**src/rtl/tl_flow_pkg.sv**
```systemverilog
`default_nettype none
// ============================================================================
//  Module   : tl_flow_pkg
//  Purpose  : Shared state encodings for the transaction-layer flow-control FSM.
//  Revision : 1.0  initial release
// ============================================================================

package tl_flow_pkg;

    localparam int ST_W = 5;

    localparam logic [ST_W-1:0] ST_RESET  = 5'b00001;
    localparam logic [ST_W-1:0] ST_INIT   = 5'b00010;
    localparam logic [ST_W-1:0] ST_IDLE   = 5'b00100;
    localparam logic [ST_W-1:0] ST_ACTIVE = 5'b01000;
    localparam logic [ST_W-1:0] ST_ERROR  = 5'b10000;

endpackage

`default_nettype wire

```
**src/rtl/tl_pause_hyst.sv**
```systemverilog
`default_nettype none
// ============================================================================
//  Module   : tl_pause_hyst
//  Purpose  : One-channel pause flop with high/low watermark hysteresis.
//  Revision : 1.0  initial release
// ============================================================================

module tl_pause_hyst #(
    parameter int CNT_W = 4
) (
    input  logic             clk,
    input  logic             reset,
    input  logic             clr_i,
    input  logic             en_i,
    input  logic [CNT_W-1:0] count_i,
    input  logic [CNT_W-1:0] hi_i,
    input  logic [CNT_W-1:0] lo_i,
    output logic             pause_o
);

    logic pause_q;
    logic pause_d;

    // Set wins over clear; only reachable with an invalid config, which traps to ERROR anyway.
    always_comb begin
        pause_d = pause_q;
        if (clr_i) begin
            pause_d = 1'b0;
        end else if (en_i) begin
            if (count_i >= hi_i) begin
                pause_d = 1'b1;
            end else if (count_i <= lo_i) begin
                pause_d = 1'b0;
            end
        end
    end

    always_ff @(posedge clk) begin
        if (reset) begin
            pause_q <= 1'b0;
        end else begin
            pause_q <= pause_d;
        end
    end

    assign pause_o = pause_q;

endmodule

`default_nettype wire

```
**src/rtl/tl_flow_ctrl_fsm.sv**
```systemverilog
`default_nettype none
// ============================================================================
//  Module   : tl_flow_ctrl_fsm
//  Purpose  : VC flow-control FSM: watermark latch, link-activity tracking,
//             per-channel pause hysteresis and sticky fault trapping.
//             Optional active-cycle counter enabled by TL_FLOW_ACT_CNT_EN.
//  Revision : 1.0  initial release
// ============================================================================

module tl_flow_ctrl_fsm
    import tl_flow_pkg::*;
#(
    parameter int NUM_CH    = 8,
    parameter int CNT_W     = 4,
    parameter int THR_W     = 3,
    parameter int ACT_CNT_W = 16
) (
    input  logic                    clk,
    input  logic                    reset,
    input  logic                    init,
    input  logic [THR_W-1:0]        umbral_alto,
    input  logic [THR_W-1:0]        umbral_bajo,
    input  logic [NUM_CH-1:0]       empties,
    input  logic [NUM_CH*CNT_W-1:0] fifo_count,
    input  logic [NUM_CH-1:0]       overflow,
    output logic [THR_W-1:0]        umbral_superior,
    output logic [THR_W-1:0]        umbral_inferior,
    output logic [ST_W-1:0]         state,
    output logic [NUM_CH-1:0]       pause,
    output logic [NUM_CH-1:0]       err_ch,
    output logic                    cfg_err,
    output logic [ACT_CNT_W-1:0]    active_cycles
);

    logic [ST_W-1:0]   state_q;
    logic [ST_W-1:0]   state_d;
    logic [THR_W-1:0]  hi_q;
    logic [THR_W-1:0]  lo_q;
    logic [NUM_CH-1:0] err_ch_q;
    logic [NUM_CH-1:0] err_ch_d;
    logic              cfg_err_q;
    logic              cfg_err_d;
    logic [NUM_CH-1:0] pause_q;

    logic              w_run;
    logic              w_in_err;
    logic              w_in_active;
    logic              w_bad_cfg;
    logic [CNT_W-1:0]  w_hi_ext;
    logic [CNT_W-1:0]  w_lo_ext;

    assign w_bad_cfg = (lo_q >= hi_q);
    assign w_hi_ext  = CNT_W'(hi_q);
    assign w_lo_ext  = CNT_W'(lo_q);

    // ------------------------------------------------------------------ state register
    always_ff @(posedge clk) begin
        if (reset) begin
            state_q <= ST_RESET;
        end else begin
            state_q <= state_d;
        end
    end

    // ------------------------------------------------------------------ next state
    always_comb begin
        state_d = state_q;
        if (init) begin
            state_d = ST_INIT;
        end else begin
            case (state_q)
                ST_RESET:  state_d = ST_RESET;
                ST_INIT:   state_d = w_bad_cfg ? ST_ERROR : ST_IDLE;
                ST_IDLE: begin
                    if (|overflow) begin
                        state_d = ST_ERROR;
                    end else if (empties != {NUM_CH{1'b1}}) begin
                        state_d = ST_ACTIVE;
                    end
                end
                ST_ACTIVE: begin
                    if (|overflow) begin
                        state_d = ST_ERROR;
                    end else if (empties == {NUM_CH{1'b1}}) begin
                        state_d = ST_IDLE;
                    end
                end
                ST_ERROR:  state_d = ST_ERROR;
                default:   state_d = ST_RESET;
            endcase
        end
    end

    // ------------------------------------------------------------------ output / datapath decode
    always_comb begin
        w_run       = (state_q == ST_IDLE) || (state_q == ST_ACTIVE);
        w_in_err    = (state_q == ST_ERROR);
        w_in_active = (state_q == ST_ACTIVE);

        err_ch_d = err_ch_q;
        if (init) begin
            err_ch_d = '0;
        end else if (w_run) begin
            err_ch_d = err_ch_q | overflow;
        end

        cfg_err_d = cfg_err_q;
        if (init) begin
            cfg_err_d = 1'b0;
        end else if ((state_q == ST_INIT) && w_bad_cfg) begin
            cfg_err_d = 1'b1;
        end
    end

    always_ff @(posedge clk) begin
        if (reset) begin
            hi_q      <= '0;
            lo_q      <= '0;
            err_ch_q  <= '0;
            cfg_err_q <= 1'b0;
        end else begin
            if (init) begin
                hi_q <= umbral_alto;
                lo_q <= umbral_bajo;
            end
            err_ch_q  <= err_ch_d;
            cfg_err_q <= cfg_err_d;
        end
    end

    // ------------------------------------------------------------------ per-channel pause
    for (genvar i = 0; i < NUM_CH; i++) begin : g_ch
        tl_pause_hyst #(
            .CNT_W (CNT_W)
        ) u_hyst (
            .clk     (clk),
            .reset   (reset),
            .clr_i   (init),
            .en_i    (w_run),
            .count_i (fifo_count[i*CNT_W +: CNT_W]),
            .hi_i    (w_hi_ext),
            .lo_i    (w_lo_ext),
            .pause_o (pause_q[i])
        );
    end

    // ------------------------------------------------------------------ optional activity counter
`ifdef TL_FLOW_ACT_CNT_EN
    logic [ACT_CNT_W-1:0] act_q;

    always_ff @(posedge clk) begin
        if (reset || init) begin
            act_q <= '0;
        end else if (w_in_active && (act_q != {ACT_CNT_W{1'b1}})) begin
            act_q <= act_q + ACT_CNT_W'(1);
        end
    end

    assign active_cycles = act_q;
`else
    assign active_cycles = '0;
`endif

    assign state           = state_q;
    assign umbral_superior = hi_q;
    assign umbral_inferior = lo_q;
    assign err_ch          = err_ch_q;
    assign cfg_err         = cfg_err_q;
    assign pause           = w_in_err ? {NUM_CH{1'b1}} : (w_run ? pause_q : '0);

endmodule

`default_nettype wire

```
**config.mk**
```make
export PLATFORM = sky130hd
export DESIGN_NAME = tl_flow_ctrl_fsm
export DESIGN_NICKNAME = d
export VERILOG_FILES = /design/src/rtl/tl_flow_pkg.sv /design/src/rtl/tl_pause_hyst.sv /design/src/rtl/tl_flow_ctrl_fsm.sv
export SDC_FILE = /design/constraint.sdc
export NUM_CORES = 1
export LEC_CHECK = 0
export CAP_MARGIN = 10
export CORE_MARGIN = 2
export CORE_UTILIZATION = 47
export CTS_CLUSTER_DIAMETER = 100
export CTS_CLUSTER_SIZE = 12
export DETAILED_ROUTE_END_ITERATION = 12
export HOLD_SLACK_MARGIN = 0.15
export PLACE_DENSITY = 0.92
export SLEW_MARGIN = 40
export SYNTH_ARGS = -nofsm -noshare
export SYNTH_HDL_FRONTEND = slang
export SYNTH_SLANG_ARGS = --single-unit
```
**constraint.sdc**
```tcl
create_clock -name clk -period 2.58 [get_ports clk]
set_input_delay 0.774 -clock clk [delete_from_list [all_inputs] [get_ports clk]]
set_output_delay 0.774 -clock clk [all_outputs]
set_load 0.01 [all_outputs]
```
==> flow_metrics.tcl <==
set metrics [dict create \
    outcome "finished, violations left" \
    violations "negative setup slack" \
    power_density_nw_per_um2 332 \
    clock_latency_ps 280 \
    drive_gt1_share_pct 12.4 \
    grt_pass1_vias 2360 \
    grt_start_max_net_pins 21 \
    die_area_um2 5620 \
    htree_levels 1 \
    synth_top_area_cell "ha_1" \
    worstMarginPinSlew_ps 505 \
    maxSlewViolCount 0 \
    synthArstFlopShare_pct 0 \
    ant_nets 0 \
    yosysMostFrequentCell "ha_1" \
    yosysTopAreaCellShare_pct 27.0 \
    seq_area_frac_synth_pct 23.7 \
    antenna_found_initial 0 \
    place_area_um2 3280 \
    crit_arrival_ps 1830 \
    ys_top_cells_by_area "ha_1 27%, dfxtp_1 24%, buf_4 5.1%, a21oi_1 4.4%, inv_1 3.6%" \
    hpwlAfterDp_um 5260 \
    synth_seq_cells 28 \
    synth_area_um2 2370 \
    worst_setup_path_end_kind "output port" \
    path_cells "or3_4, nor3b_2, buf_4, buf_6, buf_6, a21o_1, buf_2" \
    gp_congestion 0.863 \
    path_clk_slew_ps 100 \
    die_y_um 75.0 \
    io_pins 101 \
    power.static_leakage_nw 1.58 \
    cts_made_buffers 3 \
    synth_edf_count 0 \
    finalHoldViolCount 0 \
    areaGrowthSynthToFinish_pct 45.4 \
    skew_ps 6.23 \
    drt_first_pass_iters 5 \
    fin_ws_ps -26.3 \
    cts_root_buf "clkbuf_8" \
    synth_cell_types 35 \
    critPathTopFamily "simple AND/OR/NAND/NOR gates" \
    timing.fmax_ghz 0.384 \
    nets 488 \
    critPathBufInv 4 \
    num_vias 2434 \
    crit_type "reg -> out" \
    synthTopCellsByCount "51 x ha_1, 28 x dfxtp_1, 23 x inv_1" \
    wl_um 7300 \
    clock-sinks 28 \
    fin_area_um2 3440 \
    required_ps 1810 \
    drv_cap 0 \
    finalSetupTns_ps -26.3 \
    grt_usage_pct 25.5 \
    clock_path_buffers 2 \
    rsz0062_at_grt "true" \
    relSlewSlack_pct 66.0 \
    crit_path_frequent_cell "buf_6" \
    antennaDiodeCount 0 \
    gr-total-overflow 0 \
    pre_cts_slack_ps 65.9 \
    coreArea_um2 4790 \
    syn_area_per_cell_um2 8.64 \
    holdBufCountCts 0 \
    drtIter0Drc 168 \
    hp-class "reg -> reg" \
    cp_max_fo 4 \
    cts_tree "yes" \
    portBuffers 84 \
    synth_warnings 0 \
    vias_per_cell 5.46 \
    finalCriticalPeriod_ps 2610 \
    synthFlopType "dfxtp_1" \
    ir_drop_uv 211 \
    cpPeakStageDelay_ps 380 \
    crit_slowest_cell "dfxtp_4" \
    drc 0 \
    syn-instance-count 274 \
    initial_core_util_pct 49.4 \
    final-setup-viol-count 1 \
    die_x_um 75.0 \
    grt_pass1_wl_um 10900 \
    period_share_pct 101 \
    num_rows 25 \
    wl_per_cell_um 16.4 \
    crit_path_start_kind "register" \
]
cells in the final DEF (no fill, tap or decap), types with 15 or more instances in the layout:
| cell | netlist | final |
|---|---|---|
| a21oi_1 | 21 | 21 |
| conb_1 | 1 | 16 |
| nor2_1 | 15 | 15 |
| buf_4 | 16 | 20 |
| ha_1 | 51 | 51 |
| clkdlybuf4s50_1 | 0 | 76 |
| nand2_1 | 17 | 17 |
| inv_1 | 23 | 23 |
| dfxtp_1 | 28 | 27 |
final timing paths:
kind / startpoint / endpoint / slack, ps / depth (start not counted)
worst max-delay path: state[3] / pause[6] / -30 / 7
worst min-delay path: cfg_err / cfg_err / 480 / 2
worst max register to register: state[2] / state[2] / 790 / 8
worst min register to register: cfg_err / cfg_err / 480 / 2
worst reg2reg max path, delay by kind of cell (launching register included):
family | cells | cell delay, ps
DFF | 1 | 340
buffers and inverters | 4 | 640
and+or+nand+nor | 2 | 400
xor gates and xnor gates | 1 | 170
AOI/OAI and AO/OA | 1 | 170
repair_timing:
action / in CTS / in global routing
setup buffers: 3 / 11
endpoints found under the setup margin: 8 / 8
resized for setup: 19 / 14
pin swaps: 0 / 1
layout make-up:
type / count / area [um2]
Sequential cell: 28 / 564
Fill cell: 349 / 1350
Clock inverter: 1 / 30.0
Multi-Input combinational cell: 214 / 1630
Timing Repair Buffer: 110 / 1010
Clock buffer: 3 / 41.3
Inverter: 23 / 86.3
Tap cell: 67 / 83.8
state kept, by name, summed over array words and instances (netlist names):
name                 cells
cfg_err                  1
umbral_superior          3
g_ch.u_hyst.pause_o      8
umbral_inferior          3
state                    5
err_ch                   8
layer usage:
metal | GRT usage, % | up-vias | wire, um
met1 | 29.8 | 1134 | 2820
met4 | 9.52 | 0 | 233
li1 | - | 1159 | -
met5 | 0 | - | 0
met2 | 46.0 | 117 | 3840
met3 | 4.95 | 24 | 410
logic make-up (layout without fill, tap and decap cells):
logic type      count (synthesis)  after routing  share of synthesized area (%)
buf+inv                        47            137                           10.4
other cells                     1             16                          0.158
flops                          28             28                           23.7
mux                             6              6                           2.54
simple gates                   65             65                           15.0
xor+xnor                        2              2                          0.740
fa+ha+maj                      51             51                           27.0
compound gates                 74             74                           20.5
power breakdown:
part	switching, mW	leakage [nW]	internal [mW]
Clock	0.136	0.0357	0.208
Sequential	0.00733	0.228	0.439
Combinational	0.164	1.32	0.187
Total	0.307	1.58	0.834
metrics by stage:
step                power (mW)  hold slack, ps  util (%)  cells
floorplan                0.652             470         -    289
global placement         0.775             438      68.5    428
detailed placement       0.800             456      68.5    428
CTS                       1.14             470      70.5    435
global route              1.20             488      71.9    446
finish                    1.14             475      71.9    446
Power figures use the tool's default switching activity.
